## config.mk

```make
export PLATFORM = sky130hd
export DESIGN_NAME = alu_seq
export DESIGN_NICKNAME = d
export VERILOG_FILES = /design/src/rtl/alu_seq.sv
export SDC_FILE = /design/constraint.sdc
export NUM_CORES = 1
export LEC_CHECK = 0
export ABC_AREA = 1
export CAP_MARGIN = 10
export CELL_PAD_IN_SITES_DETAIL_PLACEMENT = 0
export CELL_PAD_IN_SITES_GLOBAL_PLACEMENT = 1
export CORE_MARGIN = 1.5
export CORE_UTILIZATION = 30
export DETAILED_ROUTE_END_ITERATION = 6
export MAX_ROUTING_LAYER = met4
export PLACE_DENSITY = 0.72
export SYNTH_ARGS = -nofsm -noshare
export SYNTH_HDL_FRONTEND = slang
export SYNTH_SLANG_ARGS = --single-unit
```

## constraint.sdc

```tcl
create_clock -name clock -period 7.9 [get_ports clock]
set_input_delay 0.79 -clock clock [delete_from_list [all_inputs] [get_ports clock]]
set_output_delay 0.79 -clock clock [all_outputs]
set_load 0.02 [all_outputs]
```

## src/rtl/alu_seq.sv

```systemverilog
// rtl/alu_seq.sv - multi-cycle EX-stage ALU; define ALU_MULT_EN to build the MULTU shift-add multiplier
module alu_seq #(
  parameter int WORD_SIZE = 32,
  parameter int SHAMT_W   = $clog2(WORD_SIZE)
) (
  input  logic                 clock,
  input  logic                 reset_n,
  input  logic                 start,
  input  logic [WORD_SIZE-1:0] input_a,
  input  logic [WORD_SIZE-1:0] input_b,
  input  logic [3:0]           control,
  output logic                 busy,
  output logic                 finished,
  output logic [WORD_SIZE-1:0] result,
  output logic [WORD_SIZE-1:0] result_hi,
  output logic                 zero,
  output logic                 cout,
  output logic                 err_overflow,
  output logic                 err_invalid_control
);

  localparam logic [3:0] OP_AND   = 4'b0000;
  localparam logic [3:0] OP_OR    = 4'b0001;
  localparam logic [3:0] OP_ADD   = 4'b0010;
  localparam logic [3:0] OP_ADDU  = 4'b0011;
  localparam logic [3:0] OP_SUB   = 4'b0110;
  localparam logic [3:0] OP_SLT   = 4'b0111;
  localparam logic [3:0] OP_SLTU  = 4'b1000;
  localparam logic [3:0] OP_SLL   = 4'b1001;
  localparam logic [3:0] OP_SRL   = 4'b1010;
  localparam logic [3:0] OP_SRA   = 4'b1011;
  localparam logic [3:0] OP_NOR   = 4'b1100;
`ifdef ALU_MULT_EN
  localparam logic [3:0] OP_MULTU = 4'b1101;
`endif

  typedef enum logic [1:0] {
    IDLE  = 2'd0,
    SHIFT = 2'd1,
`ifdef ALU_MULT_EN
    MULT  = 2'd3,
`endif
    DONE  = 2'd2
  } state_t;

  state_t state, next_state;

  // Operands latched at acceptance; later input changes are invisible to the op.
  logic [WORD_SIZE-1:0] a_q;
  logic [WORD_SIZE-1:0] b_q;
  logic [3:0]           op_q;

  // Iterative shifter working value and remaining-step counter.
  logic [WORD_SIZE-1:0] sh_val;
  logic [WORD_SIZE-1:0] sh_next;
  logic [SHAMT_W-1:0]   sh_cnt;

`ifdef ALU_MULT_EN
  // Shift-add multiplier: prod_lo starts as the multiplier and is consumed LSB first
  // while product bits shift in from the top.
  logic [WORD_SIZE-1:0] prod_hi;
  logic [WORD_SIZE-1:0] prod_lo;
  logic [SHAMT_W-1:0]   mul_cnt;
  logic [WORD_SIZE:0]   mul_sum;
  logic [WORD_SIZE-1:0] hi_nxt;
`endif

  logic                 accept;
  logic                 start_shift;
  logic                 is_sub;
  logic [WORD_SIZE-1:0] b_eff;
  logic [WORD_SIZE:0]   sum;
  logic [WORD_SIZE-1:0] res_nxt;
  logic                 c_nxt;
  logic                 v_nxt;
  logic                 inv_nxt;
  logic                 zero_nxt;

  assign accept = (state == IDLE) && start;

  // A zero shift amount needs no iterations, so it bypasses SHIFT entirely.
  assign start_shift = ((control == OP_SLL) || (control == OP_SRL) || (control == OP_SRA)) &&
                       (input_b[SHAMT_W-1:0] != '0);

  assign busy = (state != IDLE);

  // State register.
  always_ff @(posedge clock or negedge reset_n) begin
    if (!reset_n) begin
      state <= IDLE;
    end else begin
      state <= next_state;
    end
  end

  // Next-state selection; start is only honoured in IDLE.
  always_comb begin
    next_state = state;
    case (state)
      IDLE: begin
        if (start) begin
          if (start_shift) next_state = SHIFT;
`ifdef ALU_MULT_EN
          else if (control == OP_MULTU) next_state = MULT;
`endif
          else next_state = DONE;
        end
      end
      SHIFT: begin
        if (sh_cnt == SHAMT_W'(1)) next_state = DONE;
      end
`ifdef ALU_MULT_EN
      MULT: begin
        if (mul_cnt == '0) next_state = DONE;
      end
`endif
      DONE: next_state = IDLE;
      default: next_state = IDLE;
    endcase
  end

  // One-bit shift step selected by the latched opcode; SRA replicates the sign bit.
  always_comb begin
    sh_next = sh_val;
    case (op_q)
      OP_SLL:  sh_next = {sh_val[WORD_SIZE-2:0], 1'b0};
      OP_SRL:  sh_next = {1'b0, sh_val[WORD_SIZE-1:1]};
      OP_SRA:  sh_next = {sh_val[WORD_SIZE-1], sh_val[WORD_SIZE-1:1]};
      default: sh_next = sh_val;
    endcase
  end

`ifdef ALU_MULT_EN
  assign mul_sum = {1'b0, prod_hi} + (prod_lo[0] ? {1'b0, a_q} : '0);
`endif

  // Operand latch plus the shift and multiply iteration registers.
  always_ff @(posedge clock or negedge reset_n) begin
    if (!reset_n) begin
      a_q     <= '0;
      b_q     <= '0;
      op_q    <= '0;
      sh_val  <= '0;
      sh_cnt  <= '0;
`ifdef ALU_MULT_EN
      prod_hi <= '0;
      prod_lo <= '0;
      mul_cnt <= '0;
`endif
    end else if (accept) begin
      a_q     <= input_a;
      b_q     <= input_b;
      op_q    <= control;
      sh_val  <= input_a;
      sh_cnt  <= input_b[SHAMT_W-1:0];
`ifdef ALU_MULT_EN
      prod_hi <= '0;
      prod_lo <= input_b;
      mul_cnt <= SHAMT_W'(WORD_SIZE - 1);
`endif
    end else if (state == SHIFT) begin
      sh_val <= sh_next;
      sh_cnt <= sh_cnt - SHAMT_W'(1);
    end
`ifdef ALU_MULT_EN
    else if (state == MULT) begin
      prod_hi <= mul_sum[WORD_SIZE:1];
      prod_lo <= {mul_sum[0], prod_lo[WORD_SIZE-1:1]};
      mul_cnt <= mul_cnt - SHAMT_W'(1);
    end
`endif
  end

  // SUB reuses the adder as a + ~b + 1 so cout is the no-borrow carry.
  assign is_sub = (op_q == OP_SUB);
  assign b_eff  = is_sub ? ~b_q : b_q;
  assign sum    = {1'b0, a_q} + {1'b0, b_eff} + {{WORD_SIZE{1'b0}}, is_sub};

  // Final result and flags for the latched op, consumed only in DONE.
  always_comb begin
    res_nxt = '0;
    c_nxt   = 1'b0;
    v_nxt   = 1'b0;
    inv_nxt = 1'b0;
`ifdef ALU_MULT_EN
    hi_nxt  = '0;
`endif
    case (op_q)
      OP_AND:  res_nxt = a_q & b_q;
      OP_OR:   res_nxt = a_q | b_q;
      OP_NOR:  res_nxt = ~(a_q | b_q);
      OP_ADD, OP_SUB: begin
        res_nxt = sum[WORD_SIZE-1:0];
        c_nxt   = sum[WORD_SIZE];
        v_nxt   = (a_q[WORD_SIZE-1] == b_eff[WORD_SIZE-1]) &&
                  (sum[WORD_SIZE-1] != a_q[WORD_SIZE-1]);
      end
      OP_ADDU: begin
        res_nxt = sum[WORD_SIZE-1:0];
        c_nxt   = sum[WORD_SIZE];
        v_nxt   = sum[WORD_SIZE];
      end
      OP_SLT:  res_nxt = {{(WORD_SIZE-1){1'b0}}, ($signed(a_q) < $signed(b_q))};
      OP_SLTU: res_nxt = {{(WORD_SIZE-1){1'b0}}, (a_q < b_q)};
      OP_SLL, OP_SRL, OP_SRA: res_nxt = sh_val;
`ifdef ALU_MULT_EN
      OP_MULTU: begin
        res_nxt = prod_lo;
        hi_nxt  = prod_hi;
      end
`endif
      default: inv_nxt = 1'b1;
    endcase
  end

`ifdef ALU_MULT_EN
  assign zero_nxt = ~|{hi_nxt, res_nxt};
`else
  assign zero_nxt = ~|res_nxt;
`endif

  // Output registers update only in DONE and hold until the next completion.
  always_ff @(posedge clock or negedge reset_n) begin
    if (!reset_n) begin
      finished            <= 1'b0;
      result              <= '0;
      zero                <= 1'b0;
      cout                <= 1'b0;
      err_overflow        <= 1'b0;
      err_invalid_control <= 1'b0;
    end else begin
      finished <= (state == DONE);
      if (state == DONE) begin
        result              <= res_nxt;
        zero                <= zero_nxt;
        cout                <= c_nxt;
        err_overflow        <= v_nxt;
        err_invalid_control <= inv_nxt;
      end
    end
  end

`ifdef ALU_MULT_EN
  // High product word, registered alongside the low word.
  always_ff @(posedge clock or negedge reset_n) begin
    if (!reset_n) begin
      result_hi <= '0;
    end else if (state == DONE) begin
      result_hi <= hi_nxt;
    end
  end
`else
  assign result_hi = '0;
`endif

endmodule

```

==> run_results.csv, run 1 <==
group,metric,value,unit
worst_setup_path,cpPeakStageDelay,0.56,ns
synthesis,seq_area_frac_synth,0.312,
placement,gp_congestion,0.980,
min_path,hp-class,"input port to async pin",
clock_tree,cts-root-buf,"clkbuf_16",
placement,placedInstanceArea,0.0130,sq mm
placement,place_inst,2167,
drt,routed_wl,40.3,mm
die,die_w,199,um
synthesis,synth_xor_area_frac,0.0273,
clock_tree,clkSlewWorstSetupHoldPaths,0.07,ns
drt,num_vias,10800,
worst_setup_path,path_class,"register to register",
sta,hold_viol,0,
power_and_ir_drop,switching_share,0.552,
worst_setup_path,critPathBufInv,2,
worst_setup_path,arrival,4.50,ns
synthesis,synth_top_family_by_area,"simple AND/OR/NAND/NOR gates",
die,pin_count,141,
power_and_ir_drop,combPwrFrac,0.665,
synthesis,yosys_warnings,0,
sta,fin_worst_skew,0.0104,ns
drt,drt_iter0_drc,924,
clock_tree,cts_buffers,17,
cells_and_area,syn_to_final_growth,17.6,%
worst_setup_path,worstPathMaxFanout,32,
synthesis,synthSimpleGateAreaFrac,0.230,
sta,max_freq,243,MHz
synthesis,synth_compound_area_frac,0.166,
synthesis,netlist.area_leader.share,0.312,
global_route,grt_antenna_before_repair,1,
synthesis,synth_edf_count,0,
synthesis,synth_fa_ha_area_frac,0.149,
sta,relSlewSlack,0.298,
clock_tree,cts_tree,"yes",
synthesis,muxShareOfSynthArea,0.000868,
sta,worstMarginPinSlew,1.05,ns
drt,dr.pass1.iters,5,
power_and_ir_drop,p_per_area,508,mW/mm^2
synthesis,ys.flop_type,"dfrtp_1",
cells_and_area,fin_area,0.0136,sq mm
drt,post_drt_wl_per_cell,18.3,um
clock_tree,postCtsResizedCells,0,
worst_setup_path,critPathCaptureType,"register",
cells_and_area,drive_above_1_share,0.0391,
clock_tree,cts_buffer_depth,2,
power_and_ir_drop,power_leakage,6.48,nW
power_and_ir_drop,power,6.90,mW
drt,ant_nets,0,
worst_setup_path,crit_chain,"inv_2 -> nor2_4 -> nand2_2 -> xor2_1 -> ha_1 -> nand2_1 -> nor2_1 -> inv_1 -> nor3_1 -> nand2_1 -> nand2_1 -> nand3_1 -> a21oi_1 -> nor2_1 -> nor2_1 -> nand3_1 -> nor2_1 -> nand3_1 -> nand2_1",
sta,timing.final.crit_share,0.521,
synthesis,async_reset_ff_frac,1.00,
cells_and_area,multi_input_area,0.00676,sq mm
global_route,grt_use_total,0.215,
sta,period_needed,4.12,ns
sta,setup_ws,3.78,ns
clock_tree,cts_sinks,144,
synthesis,yosysMostFrequentCell,"nand2_1",
global_route,grt_pass1_vias,10400,
worst_setup_path,worst_path_max_delay_cell,"nand2_2",
die,die_area,0.0396,sq mm
placement,place_hpwl,31.8,mm
clock_tree,worstSkewPairLatency,0.45,ns
drt,drc,0,
sta,setup_violations,0,
power_and_ir_drop,ir_worst_vdd,0.152,mV
cells_and_area,fin_nets,1883,
synthesis,yosys.area.top_type,"dfrtp_1",
cells_and_area,seq_area,0.00360,sq mm
synthesis,synth.distinct_cells,43,
power_and_ir_drop,p_sw,3.80,mW
synthesis,synth_area,0.0115,sq mm
worst_setup_path,required,8.28,ns
clock_tree,post_cts_buffers,0,
power_and_ir_drop,power.internal,3.09,mW
clock_tree,htreeDepth,4,
synthesis,ys_ff_latch,144,
die,placementRows,71,
run,drv_cap,0,
worst_setup_path,crit_family,"simple AND/OR/NAND/NOR gates",
synthesis,synth_common_cells,"nand2_1, inv_1, o21ai_0, nor2_1, dfrtp_1",
synthesis,synthCells,1594,
worst_setup_path,cp.depth,19,
power_and_ir_drop,seq_power_share,0.211,
global_route,grt_start_max_net_pins,95,
placement,numPortBuffers,108,
global_route,grt_pass1_wl,62.3,mm
global_route,overflow,0,
placement,preCtsSetupSlack,3.78,ns
sta,fin_setup_tns,0,ns
worst_setup_path,cp-start-kind,"register",
worst_setup_path,ff2ff_path_depth,19,
cells_and_area,instances_no_fill,2200,
cells_and_area,n_fill_cell,4064,
sta,rsz0062_at_grt,"false",
run_status,status,"completed",
synthesis,yosys-top-cells-area,"dfrtp_1, ha_1, nand2_1, inv_1, o21ai_0",
die,start_util,0.305,
die,die_y,199,um
sta,timing_max_transition_violations_final,0,
die,core-area,0.0378,sq mm
clock_tree,hold_buffers,0,
power_and_ir_drop,p_clk_frac,0.124,
synthesis,syn_avg_cell_area,7.24,sq um
drt,vias_per_cell,4.89,
kinds of logic after synthesis:
family | Yosys count
flops | 144
buf+inv | 304
xor+xnor | 36
fa+ha+maj | 137
simple gates | 648
compound gates | 323
mux | 1
other cells | 1
flip-flops by register name, summed over array words and instances (netlist names):
name                 flops
cout                     1
op_q                     4
err_overflow             1
state                    2
a_q                     32
sh_cnt                   5
zero                     1
b_q                     32
finished                 1
sh_val                  32
err_invalid_control      1
result                  32
stage by stage:
stage | util | hold slack, ns
global route | 0.359 | 0.480
detailed placement | 0.343 | 0.472
floorplan | - | 0.480
finish | 0.359 | 0.385
CTS | 0.359 | 0.449
global placement | 0.343 | 0.466
final timing paths:
| check | startpoint | endpoint | slack [ns] |
|---|---|---|---|
| max | op_q[1] | zero | 3.78 |
| max reg2reg | op_q[1] | zero | 3.78 |
| min | reset_n | sh_cnt[3] | 0.39 |
| min reg2reg | cout | cout | 0.48 |
| min in group clock | cout | cout | 0.48 |
| max in group asynchronous | reset_n | result[25] | 6.14 |
routing by layer:
metal / GRT usage / vias up / wire length [um]
li1: - / 5321 / -
met1: 0.323 / 5109 / 20900
met2: 0.305 / 304 / 16900
met3: 0.0243 / 33 / 1950
met4: 0.0488 / 0 / 565
met5: - / - / 0
worst reg2reg max path: cells and delay by family, from the launching register on:
family / cells / cell delay, ns
flip-flops: 1 / 0.43
AO/OA/AOI/OAI: 1 / 0.16
AND/OR/NAND/NOR: 14 / 2.44
buffers and inverters: 2 / 0.21
XOR/XNOR: 1 / 0.39
adder cells (fa/ha/maj): 1 / 0.45
layout make-up:
type                       instances  area share
multi-input combinational       1177       0.498
sequential                       144       0.266
timing repair buffer             116      0.0842
inverter                         219      0.0607
tap                              511      0.0471
clock buffer                      19      0.0327
clock inverter                    13      0.0112
antenna                            1    0.000184
power groups by stage:
| stage | sequential (mW) | clock (mW) | combinational, mW |
|---|---|---|---|
| 2_1_floorplan | 1.44 | 0 | 3.03 |
| 3_3_place_gp | 1.44 | 0 | 4.53 |
| 3_5_place_dp | 1.46 | 0 | 4.54 |
| 4_1_cts | 1.44 | 0.872 | 4.57 |
| 5_1_grt | 1.50 | 0.904 | 5.19 |
| 6_report | 1.45 | 0.858 | 4.59 |
cells in the final DEF, fill, tap and decap left out, types with 4 or more instances in the layout:
cell type        Yosys  final
a21oi_1             58     58
a221oi_1            13     13
a31oi_1             34     34
buf_4               34      8
clkbuf_16            0     17
clkdlybuf4s50_1      0    107
conb_1               1     32
dfrtp_1            144    144
ha_1               136    136
inv_1              214    213
inv_2                5      5
inv_6                0      4
nand2_1            373    373
nand2_2              6      6
nand3_1             79     79
nand3b_1            10     10
nand4_1              8      8
nor2_1             147    145
nor2_2               4      4
nor3_1              14     14
o2111ai_1            7      7
o211ai_1            27     27
o21ai_0            151    151
o21bai_1            11     11
o221ai_1             8      8
xor2_1              34     34
Note: power is estimated with default switching activity, not from simulation.
==> run 2, diff against run 1 <==
clock period = 4.1 ns   (was 7.9 ns; I/O delays follow)
==> run 2 against run 1 <==
Combinational power up 92%. Clock-buffer cell count up 1. Sequential share of layout area down 0.10 points. Die area unchanged. Wire length down 1.2%. First-iteration DRC count down 3.5%. Clock power up 83%. Critical path depth up 1. Power up 91%. Largest power group unchanged.
==> run_results.csv, run 2 (synthesis results as in run 1) <==
group,metric,value,unit
clock_tree,cts_tree,"yes",
worst_setup_path,path_class,"register to register",
placement,numPortBuffers,108,
drt,routed_wl,39.8,mm
power_and_ir_drop,p_clk_frac,0.119,
global_route,overflow,0,
cells_and_area,layout_commonest_cell,"nand2_1",
placement,place_hpwl,31.5,mm
die,placementRows,71,
sta,rsz0062_at_grt,"false",
cells_and_area,layout_common_cells,"nand2_1, inv_1, o21ai_0",
drt,post_drt_wl_per_cell,18.1,um
clock_tree,cts_buffers,17,
drt,drc,0,
cells_and_area,fin_nets,1888,
sta,max_freq,274,MHz
power_and_ir_drop,seq_power_share,0.213,
power_and_ir_drop,ir_worst_vdd,0.335,mV
power_and_ir_drop,combPwrFrac,0.669,
worst_setup_path,critPathBufInv,3,
global_route,grt_antenna_before_repair,0,
worst_setup_path,worst_path_max_delay_cell,"dfrtp_1",
sta,fin_worst_skew,0.0127,ns
drt,dr.pass1.iters,5,
worst_setup_path,cp-start-kind,"register",
sta,setup_violations,0,
sta,fin_setup_tns,0,ns
clock_tree,cts-root-buf,"clkbuf_16",
drt,num_vias,10700,
min_path,hp-class,"register to register",
die,die_y,199,um
drt,ant_nets,0,
power_and_ir_drop,switching_share,0.552,
die,pin_count,141,
die,start_util,0.305,
run,drv_cap,0,
global_route,grt_pass1_vias,10100,
die,die_area,0.0396,sq mm
global_route,grt_use_total,0.210,
cells_and_area,diodes,0,
power_and_ir_drop,power_leakage,6.52,nW
worst_setup_path,critPathCaptureType,"register",
placement,gp_congestion,0.967,
clock_tree,clkSlewWorstSetupHoldPaths,0.06,ns
cells_and_area,instances_no_fill,2204,
run_status,status,"completed",
cells_and_area,drive_above_1_share,0.0408,
clock_tree,cts_sinks,144,
clock_tree,worstSkewPairLatency,0.44,ns
placement,place_inst,2171,
power_and_ir_drop,p_per_area,970,mW/mm^2
worst_setup_path,required,4.47,ns
global_route,grt_pass1_wl,60.3,mm
clock_tree,htreeDepth,4,
drt,vias_per_cell,4.84,
worst_setup_path,cpPeakStageDelay,0.44,ns
sta,timing.final.crit_share,0.891,
worst_setup_path,crit_top_cell,"nand2_1",
sta,hold_ws,0.483,ns
worst_setup_path,arrival,4.03,ns
global_route,grt_start_max_net_pins,137,
sta,period_needed,3.65,ns
clock_tree,cts_buffer_depth,2,
worst_setup_path,crit_chain,"inv_2 -> nor2_2 -> nand2_4 -> buf_4 -> xor2_1 -> ha_1 -> nand2_1 -> nor2_1 -> inv_1 -> nor3_1 -> nand3_1 -> nand2_1 -> nand2_1 -> nand3_1 -> nand2_1 -> nor2_1 -> nand3_1 -> nor2_1 -> nand3_1 -> nand2_1",
sta,timing_max_transition_violations_final,0,
cells_and_area,syn_to_final_growth,18.1,%
power_and_ir_drop,power.internal,5.92,mW
power_and_ir_drop,power,13.2,mW
worst_setup_path,worstPathMaxFanout,16,
sta,hold_viol,0,
sta,relSlewSlack,0.360,
worst_setup_path,crit_family,"simple AND/OR/NAND/NOR gates",
sta,worstMarginPinSlew,0.958,ns
cells_and_area,utilization,0.361,
power_and_ir_drop,p_sw,7.28,mW
drt,drt_iter0_drc,892,
die,core-area,0.0378,sq mm
die,die_w,199,um
cells_and_area,n_fill_cell,4029,
[run 2: changes by cell type in the layout (fill, tap and decap cells not counted), sizes merged]
| cell | previous run | this run |
|---|---|---|
| buf | 9 | 13 |
| bufinv | 2 | 1 |
| clkbuf | 19 | 20 |
| clkinvlp | 3 | 2 |
| diode | 1 | 0 |
| dlygate4sd3 | 0 | 1 |
| inv | 223 | 224 |
[run 2: final timing paths]
| check | startpoint | cells after the start | end | slack, ns |
|---|---|---|---|---|
| max reg2reg | op_q[2] | 20 | zero | 0.45 |
| max in group asynchronous | reset_n | 3 | a_q[20] | 2.70 |
| min in group asynchronous | reset_n | 2 | sh_cnt[3] | 0.50 |
| max | op_q[2] | 20 | zero | 0.45 |
| min reg2reg | result[28] | 2 | result[28] | 0.48 |
| min | result[28] | 2 | result[28] | 0.48 |
[run 2: layer usage]
layer	vias up	track usage	wire length, um
li1	5339	-	-
met1	5023	0.318	20600
met2	280	0.299	16800
met3	30	0.0213	1860
met4	0	0.0469	617
met5	-	-	0
[run 2: repair_timing]
action | in CTS | in global routing
resized for setup | 0 | 2
hold buffers | 1 | 0
buffers inserted | 0 | 0
endpoints found under the setup margin | 0 | 2
hold endpoints to repair | 28 | 0
[run 2: power groups by stage]
stage          Sequential [mW]  Clock [mW]  Combinational, mW
3_5_place_dp              2.82           0               8.74
3_3_place_gp              2.79           0               8.73
6_report                  2.81        1.57               8.83
4_1_cts                   2.79        1.60               8.80
2_1_floorplan             2.77           0               5.83
5_1_grt                   2.90        1.66               9.92
[run 2: through the flow]
stage          cell area, sq um  worst slack, ns
2_1_floorplan             11600             1.18
3_3_place_gp              13000           0.0653
3_5_place_dp              13000           0.0961
4_1_cts                   13600           0.0681
5_1_grt                   13600            0.139
6_report                  13600            0.447
[run 2: tightest hold or removal path: cells and delay by family (launching register included)]
| family | cells | cell delay (ns) |
|---|---|---|
| compound gates | 1 | 0.06 |
| simple gates | 1 | 0.05 |
| flops | 1 | 0.34 |
[run 2: cell type report]
type | instances | area [sq um] | area share
clock inverter | 12 | 124 | 0.00910
multi-input combinational | 1177 | 6770 | 0.497
inverter | 219 | 823 | 0.0605
sequential | 144 | 3600 | 0.265
clock buffer | 20 | 437 | 0.0321
tap | 511 | 639 | 0.0470
timing repair buffer | 121 | 1220 | 0.0896
==> run 3, diff against run 2 <==
PLACE_DENSITY = 0.75   (was 0.72)
clock period = 3 ns   (was 4.1 ns; I/O delays follow)
==> run 3 against run 2 <==
The flow now finishes with violations (setup timing). Flip-flop and latch count unchanged. Final cell count up 6.7%. Critical path depth down 6. Design area up 12%. Critical endpoint unchanged. Via count is 5.3% higher. Global-route usage is 0.58 points higher. Register-to-register slack got worse by 0.45 ns. Core utilization is 4.2 points higher. Highest routed layer unchanged. Non-clock buffer count is 149 higher. Wire length rose by 2.3%. Worst setup slack lost 0.45 ns.
==> run_results.csv, run 3 (synthesis results as in run 1) <==
group,metric,value,unit
run_status,status,"complete, but fails checks",
run_status,failed_checks,"setup timing",
worst_setup_path,worstPathMaxFanout,15,
global_route,grt_pass1_vias,10900,
worst_setup_path,required,3.39,ns
sta,period_needed,3.01,ns
worst_setup_path,critPathCaptureType,"register",
cells_and_area,drive_above_1_share,0.173,
drt,wl_met3,2.10,mm
drt,num_vias,11200,
clock_tree,cts_sinks,144,
clock_tree,clkSlewWorstSetupHoldPaths,0.08,ns
drt,drc,0,
clock_tree,cts_buffers,17,
clock_tree,htreeDepth,4,
drt,drt_iter0_drc,743,
placement,place_hpwl,32.4,mm
die,die_y,199,um
cells_and_area,syn_to_final_growth,31.8,%
drt,post_drt_wl_per_cell,17.3,um
die,die_area,0.0396,sq mm
sta,max_freq,333,MHz
global_route,grt_pass1_wl,63.0,mm
worst_setup_path,crit_chain,"buf_4 -> buf_4 -> nor2_1 -> nor2_1 -> buf_4 -> buf_4 -> a221oi_1 -> o21ai_0 -> buf_4 -> inv_1 -> nand4_1 -> nor2_2 -> nand3_1 -> nand2_1",
sta,setup_ws,-0.00595,ns
cells_and_area,layout_commonest_cell,"nand2_1",
sta,worstMarginPinSlew,0.840,ns
die,pin_count,141,
worst_setup_path,ff2ff_path_depth,14,
clock_tree,cts_buffer_depth,2,
drt,routed_wl,40.8,mm
clock_tree,cts-root-buf,"clkbuf_16",
global_route,grt_antenna_before_repair,0,
placement,numPortBuffers,108,
sta,fin_setup_tns,-0.00595,ns
sta,fin_worst_skew,0.0174,ns
run,drv_cap,0,
die,placementRows,71,
sta,relSlewSlack,0.439,
sta,rsz0062_at_grt,"true",
worst_setup_path,path_class,"register to register",
global_route,grt_use_total,0.216,
clock_tree,cts_tree,"yes",
drt,wl_met2,16.9,mm
drt,highest_layer,"met4",
sta,timing.final.crit_share,1.00,
cells_and_area,n_fill_cell,3993,
global_route,overflow,0,
die,core-area,0.0378,sq mm
min_path,hp-class,"input port to async pin",
worst_setup_path,cp.depth,14,
worst_setup_path,cpPeakStageDelay,0.62,ns
cells_and_area,fin_nets,2037,
drt,dr.pass1.iters,5,
global_route,grt_start_max_net_pins,137,
worst_setup_path,cp-start-kind,"register",
drt,ant_nets,0,
die,start_util,0.305,
drt,vias_per_cell,4.78,
drt,wl_met1,21.1,mm
die,die_w,199,um
clock_tree,worstSkewPairLatency,0.45,ns
sta,setup_violations,1,
sta,hold_viol,0,
worst_setup_path,arrival,3.40,ns
worst_setup_path,critPathBufInv,6,
worst_setup_path,crit_top_cell,"buf_4",
cells_and_area,layout_common_cells,"nand2_1, inv_1, buf_4",
worst_setup_path,worst_path_max_delay_cell,"a221oi_1",
sta,timing_max_transition_violations_final,0,
worst_setup_path,crit_family,"buffers and inverters",
placement,gp_congestion,0.899,
## run 3: changes by cell type in the layout (fill, tap and decap cells not counted), moves of 5 or more
cell	previous run	this run
nor2_1	145	116
nor2_2	4	29
nand2_1	373	346
o21ai_0	151	142
nor3_1	13	8
nand3_2	1	11
a21oi_2	0	12
buf_4	9	156
nand2_2	5	32
nand3_1	79	68
a21oi_1	58	44
o21ai_1	1	10
## run 3: final cells by class
cell class | instances | area [sq um] | area share
clock buffers | 19 | 453 | 0.0298
inverters | 219 | 826 | 0.0543
clock inverters | 11 | 158 | 0.0104
flip-flops and latches | 144 | 3600 | 0.237
repair buffers | 270 | 2360 | 0.155
diodes | 1 | 2.50 | 0.000165
multi-input cells | 1177 | 7160 | 0.471
well taps | 511 | 639 | 0.0421
## run 3: stage by stage
stage	std cells	worst slack [ns]	cell area (sq um)	utilization	hold WS, ns
after floorplan	1625	0.0807	11600	-	0.00441
after global placement	2313	-0.421	14100	0.374	0.325
after detailed placement	2313	-0.402	14100	0.374	0.331
after CTS	2347	0.000603	14900	0.395	0.421
after global routing	2351	-0.201	15200	0.403	0.439
final	2352	-0.00595	15200	0.403	0.385
## run 3: what timing repair did
item / CTS / global route
setup endpoints to repair: 6 / 17
hold buffers: 1 / 0
pin swaps: 10 / 33
resized for setup: 39 / 84
endpoints found under the hold margin: 52 / 0
setup buffers: 3 / 4
## run 3: worst register-to-register path, cell delays in order, from the launching register on
cell and delay (ns):
dfrtp_1 0.41, buf_4 0.15, buf_4 0.13, nor2_1 0.26, nor2_1 0.17, buf_4 0.19
buf_4 0.21, a221oi_1 0.63, o21ai_0 0.22, buf_4 0.18, inv_1 0.06, nand4_1 0.09
nor2_2 0.13, nand3_1 0.08, nand2_1 0.06
## run 3: metal layers
metal	up-vias	GRT usage
li1	5616	-
met1	5255	0.325
met2	331	0.306
met3	37	0.0240
met4	0	0.0516
met5	-	-
## run 3: final timing paths
path | from | end | slack (ns)
setup reg to reg | op_q[0] | zero | -0.006
hold reg to reg | cout | cout | 0.48
setup / recovery | op_q[0] | zero | -0.006
hold / removal | reset_n | result[28] | 0.38
min in group clock | input_b[22] | b_q[22] | 0.43
max in group asynchronous | reset_n | sh_val[2] | 1.73
Power of run 3 is not shown: default switching activity piles up to over one toggle a cycle in this logic, so the estimate is an artifact.
